### src/rtl/parity_frame_serializer.sv
// Parallel-to-serial odd-parity framer: DATA_W bits LSB-first, then one parity bit.
// Optional PARITY_FRAME_ERR_INJECT_EN adds err_inject to invert a frame's parity bit.
module parity_frame_serializer #(
  parameter int unsigned DATA_W = 8
) (
  input  logic              clk,
  input  logic              rst,
  input  logic              in_valid,
  output logic              in_ready,
  input  logic [DATA_W-1:0] in_data,
`ifdef PARITY_FRAME_ERR_INJECT_EN
  input  logic              err_inject,
`endif
  output logic              out,
  output logic              out_valid,
  output logic              frame_start,
  output logic              frame_last
);

  localparam int unsigned CntW = (DATA_W > 1) ? $clog2(DATA_W) : 1;
  localparam logic [CntW-1:0] CntLast = CntW'(DATA_W - 1);

  typedef enum logic [1:0] {
    StIdle,
    StShift,
    StParity
  } state_e;

  state_e            state_q, state_d;
  logic [DATA_W-1:0] shift_q, shift_d;
  logic [CntW-1:0]   cnt_q, cnt_d;
  logic              par_q, par_d;

  logic accept;
  logic inject;
  logic load_par;

`ifdef PARITY_FRAME_ERR_INJECT_EN
  assign inject = err_inject;
`else
  assign inject = 1'b0;
`endif

  // PARITY accepts too, which gives zero-gap back-to-back frames.
  assign in_ready = rst & ((state_q == StIdle) | (state_q == StParity));
  assign accept   = in_valid & in_ready;
  assign load_par = (~^in_data) ^ inject;

  always_comb begin
    state_d = state_q;
    shift_d = shift_q;
    cnt_d   = cnt_q;
    par_d   = par_q;
    unique case (state_q)
      StIdle: begin
        if (accept) begin
          state_d = StShift;
          shift_d = in_data;
          par_d   = load_par;
          cnt_d   = '0;
        end
      end
      StShift: begin
        shift_d = shift_q >> 1;
        if (cnt_q == CntLast) begin
          state_d = StParity;
        end else begin
          cnt_d = cnt_q + 1'b1;
        end
      end
      StParity: begin
        if (accept) begin
          state_d = StShift;
          shift_d = in_data;
          par_d   = load_par;
          cnt_d   = '0;
        end else begin
          state_d = StIdle;
        end
      end
      default: state_d = StIdle;
    endcase
  end

  always_ff @(posedge clk or negedge rst) begin
    if (!rst) begin
      state_q <= StIdle;
      shift_q <= '0;
      cnt_q   <= '0;
      par_q   <= 1'b0;
    end else begin
      state_q <= state_d;
      shift_q <= shift_d;
      cnt_q   <= cnt_d;
      par_q   <= par_d;
    end
  end

  // Outputs decode registered state only, so they drop with the async reset.
  always_comb begin
    out         = 1'b0;
    out_valid   = 1'b0;
    frame_start = 1'b0;
    frame_last  = 1'b0;
    unique case (state_q)
      StShift: begin
        out         = shift_q[0];
        out_valid   = 1'b1;
        frame_start = (cnt_q == '0);
      end
      StParity: begin
        out        = par_q;
        out_valid  = 1'b1;
        frame_last = 1'b1;
      end
      default: ;
    endcase
  end

endmodule

### config.mk
export PLATFORM = sky130hd
export DESIGN_NAME = parity_frame_serializer
export DESIGN_NICKNAME = d
export VERILOG_FILES = /design/src/rtl/parity_frame_serializer.sv
export SDC_FILE = /design/constraint.sdc
export NUM_CORES = 1
export LEC_CHECK = 0
export ABC_AREA = 0
export ABC_CLOCK_PERIOD_IN_PS = 3500
export CAP_MARGIN = 30
export CORE_MARGIN = 4
export CORE_UTILIZATION = 45
export DETAILED_ROUTE_END_ITERATION = 6
export PLACE_DENSITY = 0.73
export SETUP_SLACK_MARGIN = 0.05
export SLEW_MARGIN = 20
export SYNTH_ARGS = -nofsm -noshare
export SYNTH_HDL_FRONTEND = slang
export SYNTH_SLANG_ARGS = --single-unit
### constraint.sdc
create_clock -name clk -period 3.5 [get_ports clk]
set_clock_uncertainty 0.05 [all_clocks]
set_input_delay 0.525 -clock clk [delete_from_list [all_inputs] [get_ports clk]]
set_output_delay 0.525 -clock clk [all_outputs]
set_load 0.005 [all_outputs]
# Word level (Yosys, flattened, before mapping)
# Index checks and enable logic that the tools add are counted.
[op_classes]
n_mux = 13
n_addsub = 1
bitwise = 3
n_eq_ne = 7
n_reduce_logical = 10
[op_table]
columns = ["op", "n"]
rows = [
  ["one-hot mux 8 bit (2 select lines)", 1],
  ["two-way mux 8 bit", 1],
  ["XNOR reduction 8 bit", 1],
  ["two-way mux 3 bit", 2],
  ["inequality test 2 bit (second input constant)", 3],
  ["one-hot mux 2 bit (3 select lines)", 1],
  ["one-hot mux 3 bit (2 select lines)", 1],
  ["AND reduction 2 bit", 3],
  ["two-way mux 1 bit", 4],
  ["two-way mux 2 bit", 2],
  ["OR reduction 2 bit", 2],
  ["adder 3 x 1 -> 3 bit (second input constant)", 1],
  ["equality test 3 bit (second input constant)", 1],
  ["zero test 3 bit", 1],
  ["AND reduction 3 bit", 1],
  ["bitwise AND 1 bit", 2],
  ["equality test 2 x 1 -> 1 bit (second input constant)", 1],
  ["equality test 2 bit (second input constant)", 1],
  ["zero test 2 bit", 1],
  ["inequality test 2 x 1 -> 1 bit (second input constant)", 1],
  ["one-hot mux 1 bit (2 select lines)", 1],
  ["nonzero test 2 bit", 1],
  ["OR 1 bit", 1],
]
[word_totals]
output_inout_bits = 5
input_bits = 11
ff_bits = 14

# Longest topological paths before layout
# Gate-level depths: netlist of run 1.
[logic_depth]
word_depth = 6
mapped_depth = 7
mapped_depth_nobuf = 6

# Least setup slack after synthesis of run 1
# OpenSTA, ideal clock, no wires.
[synth_timing]
kind = "reg-to-output"
start = "reg state_q[0]"
end = "out in_ready"
setup_slack_ns = 1.768
required_ns = 2.925
arrival_ns = 1.157
path_buffers = 1
path_stages_with_launch = 6
cell_sequence = "dfrtp_1 > inv_1 > ha_1 > nor2_2 > buf_6 > nor2b_1"
[synth_via]
elab_chain_cells = 3
[synth_rtl]
columns = ["element", "line", "rtl"]
rows = [
  ["start, declared", "29", "state_e state_q, state_d;"],
  ["start signal, assigned", "87", "state_q <= StIdle;"],
  ["start signal, assigned", "92", "state_q <= state_d;"],
  ["equality test 2 bit / zero test 2 bit (equally long branches)", "45", "assign in_ready = rst & ((state_q == StIdle) | (state_q == StParity));"],
  ["OR 1 bit *", "45", ""],
  ["bitwise AND 1 bit *", "45", ""],
  ["end, declared", "9", "output logic in_ready,"],
]
# Every way passes the cells marked *; elsewhere a longest branch is shown, timed or not.

# Final worst setup path of run 1
# Same ends and word-level chain as after synthesis.

==> out/qor.yml, run 1 <==
finalHoldViolCount: 0
via_per_inst: 4.984
cap_viol_max_count: 0
stdcell_count: 128
multi_input_area_um2: 456.7
worst_pin_slew_ns: 0.3343
yosysSeqAreaShare_pct: 41.30
swShare_pct: 36.41
seqPwrFrac_pct: 38.3
setup.worst_path.start: "state_q[0]"
path_class: "flop to primary output"
endpoint_kind: "primary output"
antenna_found_initial: 0
power_switching_mw: 0.2612
synthCells: 84
drive_above_1_share_pct: 9.709
synth_seq_cells: 14
rsz0062_at_grt: "no"
design.core.area_um2: 1764
power.total_mw: 0.7172
tritoncts: "done"
overflow: 0
die_h_um: 51.42
yosysTopAreaCell: "dfrtp_1"
fillers: 180
yosysTopAreaCellShare_pct: 41.30
io_buffers: 15
ys.flop_type: "dfrtp_1"
required_ns: 2.92
cts_max_path_buffers: 2
hp-start: "par_q"
crit_fanout: 13
antennaDiodeCount: 0
fin_crit_sh_pct: 72.40
clock-sinks: 14
start_util_pct: 48.09
vias: 638
placedCellCount: 124
syn_to_final_growth_pct: 24.78
nets: 122
cp-start-kind: "flop"
first_global_vias: 661
status: "finished, final reports clean"
grt_pass1_wl_mm: 2.711
ir_drop_uv: 333.2
holdCritPathClass: "flop to flop"
grt.total_usage_pct: 13.78
syn-num-nets: 102
synth_cell_type_count: 20
finalWirelength_mm: 1.576
period_needed_ns: 2.534
final-seq-area_um2: 350.3
p_leak_nw: 0.4765
synth_area_leaders: "dfrtp_1, ha_1, mux2i_1, nand2_1, xnor2_1"
cts_max_level: 1
post_cts_resized: 0
slew_viol_final: 0
numCtsBuffers: 3
slew_headroom_pct: 77.48
fp-row-count: 15
dpl.hpwl_mm: 1.214
wl_per_cell_um: 12.31
place_congestion: 0.7466
worstPathArrival_ns: 1.96
cts_setup_buffers: 0
path_clk_slew_ns: 0.08
holdWs_ns: 0.4359
grt_max_degree: 18
die_w_um: 51.42
synth_edf_count: 0
reg2reg_from: "state_q[0]"
finalSetupTns_ns: 0
root_buffer: "clkbuf_4"
setup_viol: 0
ant_nets: 0
fmax_ghz: 0.3946
async_reset_ff_share_pct: 100.0
io_pins: 16
drtIter0Drc: 10
drc_errors: 0
power_density_nw_per_um2: 677.6
p_int_mw: 0.4561
clk_latency_ns: 0.28
syn_area_per_cell_um2: 10.10
dr.pass1.iters: 4
ff2ff_setup_slack_ns: 1.71
dieArea_um2: 2644
netlist_area_um2: 848.3
yosys-top-cells-count: "dfrtp_1, nand2_1, o21ai_0, ha_1, mux2i_1"
cts-hold-fix-buffers: 0
synth_warnings: 0
combPwrFrac_pct: 45.4
clkPwrFrac_pct: 16.3
per-stage QoR:
stage | instance area [um2] | setup slack [ns] | util (%)
after detailed placement | 1022 | 1.252 | 57.94
final | 1059 | 0.9660 | 60.00
after global routing | 1059 | 0.8577 | 60.00
after floorplan | 848.3 | 1.768 | -
after global placement | 1022 | 1.243 | 57.94
after CTS | 1059 | 0.9602 | 60.00
power by group through the flow:
stage               logic [mW]  registers [mW]  clock network (mW)
floorplan                0.250           0.267                   0
global placement         0.319           0.273                   0
detailed placement       0.330           0.276                   0
CTS                      0.331           0.274               0.120
global route             0.368           0.286               0.127
finish                   0.326           0.275               0.117
worst max-delay path, stage by stage, from the launching register on:
cell and delay, ns:
dfrtp_1 0.42, inv_1 0.11, ha_1 0.27, nor2_2 0.06, buf_4 0.20, nor2b_1 0.12, clkdlybuf4s50_1 0.50
final timing paths:
path | end | depth (start not counted)
setup reg to reg | shift_q[6] | 5
min in group asynchronous | cnt_q[2] | 2
hold / removal | par_q | 2
hold reg to reg | par_q | 2
setup / recovery | in_ready | 6
max in group asynchronous | shift_q[6] | 2
placed cells by master (no fill, tap or decap), drive strengths merged:
master          n
nor2            3
xor2            1
a22oi           1
o21ai          11
xnor2           6
dfrtp          14
inv             5
a32o            2
mux2i           7
a21oi           4
clkbuf          4
o211ai          1
o32ai           1
and2            1
clkdlybuf4s50  15
a21boi          1
nor2b           3
ha              7
nand2          14
buf             2
state kept, by name, indices dropped and copies added, names as in the netlist:
| signal | count |
|---|---|
| cnt_q | 3 |
| shift_q | 8 |
| par_q | 1 |
| state_q | 2 |
cells by family after synthesis:
family          count (synthesis)  synth area share [%]
buf+inv                         7                 4.867
compound gates                 21                 17.26
flops                          14                 41.30
xor+xnor                        7                 7.227
fa+ha+maj                       7                 10.32
simple gates                   21                 10.77
mux                             7                 8.260
area by class of cell:
cell class              count  share of cell area [%]
clock buffers               4                   3.428
inverters                   5                   1.773
well taps                  25                   2.955
flip-flops and latches     14                   33.10
repair buffers             17                   15.60
multi-input cells          63                   43.14
per-layer routing:
layer / global-route usage, % / wire length [um] / vias up
met5: 0 / 0 / -
met4: 7.424 / 29 / 0
met3: 2.624 / 83 / 5
met2: 24.36 / 817 / 15
met1: 15.36 / 645 / 295
li1: - / - / 323
No activity file was read; power rests on OpenSTA's default activity.
==> run 2: changes to the inputs <==
--- a/config.mk
+++ b/config.mk
@@ -6,12 +6,12 @@
 export NUM_CORES = 1
 export LEC_CHECK = 0
 export ABC_AREA = 0
-export ABC_CLOCK_PERIOD_IN_PS = 3500
+export ABC_CLOCK_PERIOD_IN_PS = 2200
 export CAP_MARGIN = 30
 export CORE_MARGIN = 4
 export CORE_UTILIZATION = 45
 export DETAILED_ROUTE_END_ITERATION = 6
-export PLACE_DENSITY = 0.73
+export PLACE_DENSITY = 0.75
 export SETUP_SLACK_MARGIN = 0.05
 export SLEW_MARGIN = 20
 export SYNTH_ARGS = -nofsm -noshare
==> constraint.sdc (replaced) <==
create_clock -name clk -period 2.2 [get_ports clk]
set_clock_uncertainty 0.05 [all_clocks]
set_input_delay 0.33 -clock clk [delete_from_list [all_inputs] [get_ports clk]]
set_output_delay 0.33 -clock clk [all_outputs]
set_load 0.005 [all_outputs]
==> run 2 against run 1 <==
Sequential share of layout area down 1.3 points. Combinational power is 72% higher. Critical path depth shrank 1. Cell area increased by 4.8%. Critical path type unchanged. Largest power group unchanged.
==> out/qor.yml, run 2 (synthesis gave the netlist of run 1 again) <==
cts-hold-fix-buffers: 0  # unchanged
reg_top3: "shift_q (8), cnt_q (3), state_q (2)"  # unchanged
status: "finished, final reports clean"  # unchanged
clk_latency_ns: 0.28  # about the same
slew_viol_final: 0  # unchanged
dpl.hpwl_mm: 1.224  # was 1.214 mm
wl_met1_um: 673  # was 645 um
period_needed_ns: 2.000
met3_wirelength_um: 84  # was 83 um
cts_max_path_buffers: 2  # unchanged
largest_reg_flops: 8  # unchanged
rsz0062_at_grt: "no"  # unchanged
start_util_pct: 48.09  # unchanged
cts_max_level: 1  # unchanged
via_per_inst: 5.171  # was 4.984
vias: 667  # was 638
top_layer_used: "met4"  # unchanged
grt.total_usage_pct: 13.74  # was 13.78%
slew_headroom_pct: 76.28  # was 77.48%
root_buffer: "clkbuf_4"  # unchanged
antenna_found_initial: 0  # unchanged
fmax_ghz: 0.5001
first_global_vias: 670  # was 661
dr.pass1.iters: 3  # was 4
drc_errors: 0  # unchanged
endpoint_kind: "primary output"  # unchanged
cp-start-kind: "flop"  # unchanged
finalWirelength_mm: 1.620  # was 1.576 mm
crit_fanout: 5  # was 13
regMostFlops: "shift_q"  # unchanged
syn_to_final_growth_pct: 30.83  # was 24.78%
layout_common_cells: "nand2_1, clkdlybuf4s50_1, dfrtp_1, o21ai_0, mux2i_1"  # was clkdlybuf4s50_1, nand2_1, dfrtp_1, o21ai_0
clock-sinks: 14  # unchanged
path_class: "flop to primary output"  # unchanged
place_congestion: 0.7906  # was 0.7466
ant_nets: 0  # unchanged
drtIter0Drc: 6  # was 10
met2_length_um: 853  # was 817 um
p_leak_nw: 0.5016  # was 0.4765 nW
wl_per_cell_um: 12.56  # was 12.31 um
holdCritPathClass: "input port to asynchronous set/reset pin"  # was flop to flop
ir_drop_uv: 502.0  # was 333.2 uV
fp-row-count: 15  # unchanged
drive_above_1_share_pct: 17.31  # was 9.709%
final_common_cell: "nand2_1"  # was clkdlybuf4s50_1
overflow: 0  # unchanged
die_w_um: 51.42  # unchanged
io_pins: 16  # unchanged
cap_viol_max_count: 0  # unchanged
numCtsBuffers: 3  # unchanged
required_ns: 1.82  # was 2.92 ns
tritoncts: "done"  # unchanged
grt_max_degree: 18  # unchanged
io_buffers: 15  # unchanged
worstPathArrival_ns: 1.62  # was 1.96 ns
grt_pass1_wl_mm: 2.753  # was 2.711 mm
setup_viol: 0  # unchanged
finalHoldViolCount: 0  # unchanged
power_density_nw_per_um2: 1080  # was 677.6 nW/um2
nets: 123  # was 122
antennaDiodeCount: 0  # unchanged
fin_crit_sh_pct: 90.89
dieArea_um2: 2644  # unchanged
die_h_um: 51.42  # unchanged
fin_util_pct: 62.91  # was 60.00%
design.core.area_um2: 1764  # unchanged
finalSetupTns_ns: 0  # unchanged
path_clk_slew_ns: 0.09  # was 0.08 ns
worst_pin_slew_ns: 0.3549  # was 0.3343 ns
-- run 2: worst paths after layout --
check                            from     endpoint  slack, ns  cells past startpoint
max                        state_q[1]  frame_start       0.20                      5
min                               rst   state_q[0]       0.35                      2
max reg2reg                  cnt_q[0]     cnt_q[1]       0.49                      5
min reg2reg                     par_q        par_q       0.44                      2
max in group asynchronous         rst   state_q[1]       1.55                      2
min in group clk                par_q        par_q       0.44                      2
-- run 2: worst max-delay path: stages (launching register included) --
cell and delay [ns]:
dfrtp_2 0.45, inv_2 0.11, ha_4 0.16, nand2_1 0.05
nor2_1 0.07, clkdlybuf4s50_1 0.50
-- run 2: layout make-up --
cell class	count	area (um2)
Fill cell	172	654.4
Multi-Input combinational cell	63	494.2
Sequential cell	14	352.8
Timing Repair Buffer	18	173.9
Clock buffer	4	36.28
Tap cell	25	31.28
Inverter	5	21.27
-- run 2: report_power, final --
part	internal (mW)	leakage [nW]	switching (mW)	total, mW
combinational	0.285	0.305	0.277	0.562
clock	0.101	0.0210	0.0873	0.188
sequential	0.371	0.176	0.0784	0.449
-- run 2: routing by layer --
metal  track usage, %  up-vias
li1                 -      327
met1            13.97      324
met2            27.54       14
met3            2.624        2
met4            3.930        0
met5                0        -
-- run 2: metrics by stage --
step           instances  cell area [um2]  hold WS [ns]  power, mW  worst slack [ns]
3_3_place_gp         124             1022        0.4129     0.9439            0.2774
5_1_grt              129             1110        0.3750      1.301           0.09322
4_1_cts              128             1096        0.3457      1.199           0.07664
3_5_place_dp         124             1022        0.4234     0.9734            0.2810
6_report             129             1110        0.3517      1.198            0.2004
2_1_floorplan         84            848.3      -0.01559     0.8225            0.6577
-- run 2: what timing repair did --
action,CTS,global route
setup endpoints to repair,2,2
gates resized for setup,10,3
setup buffers,0,1
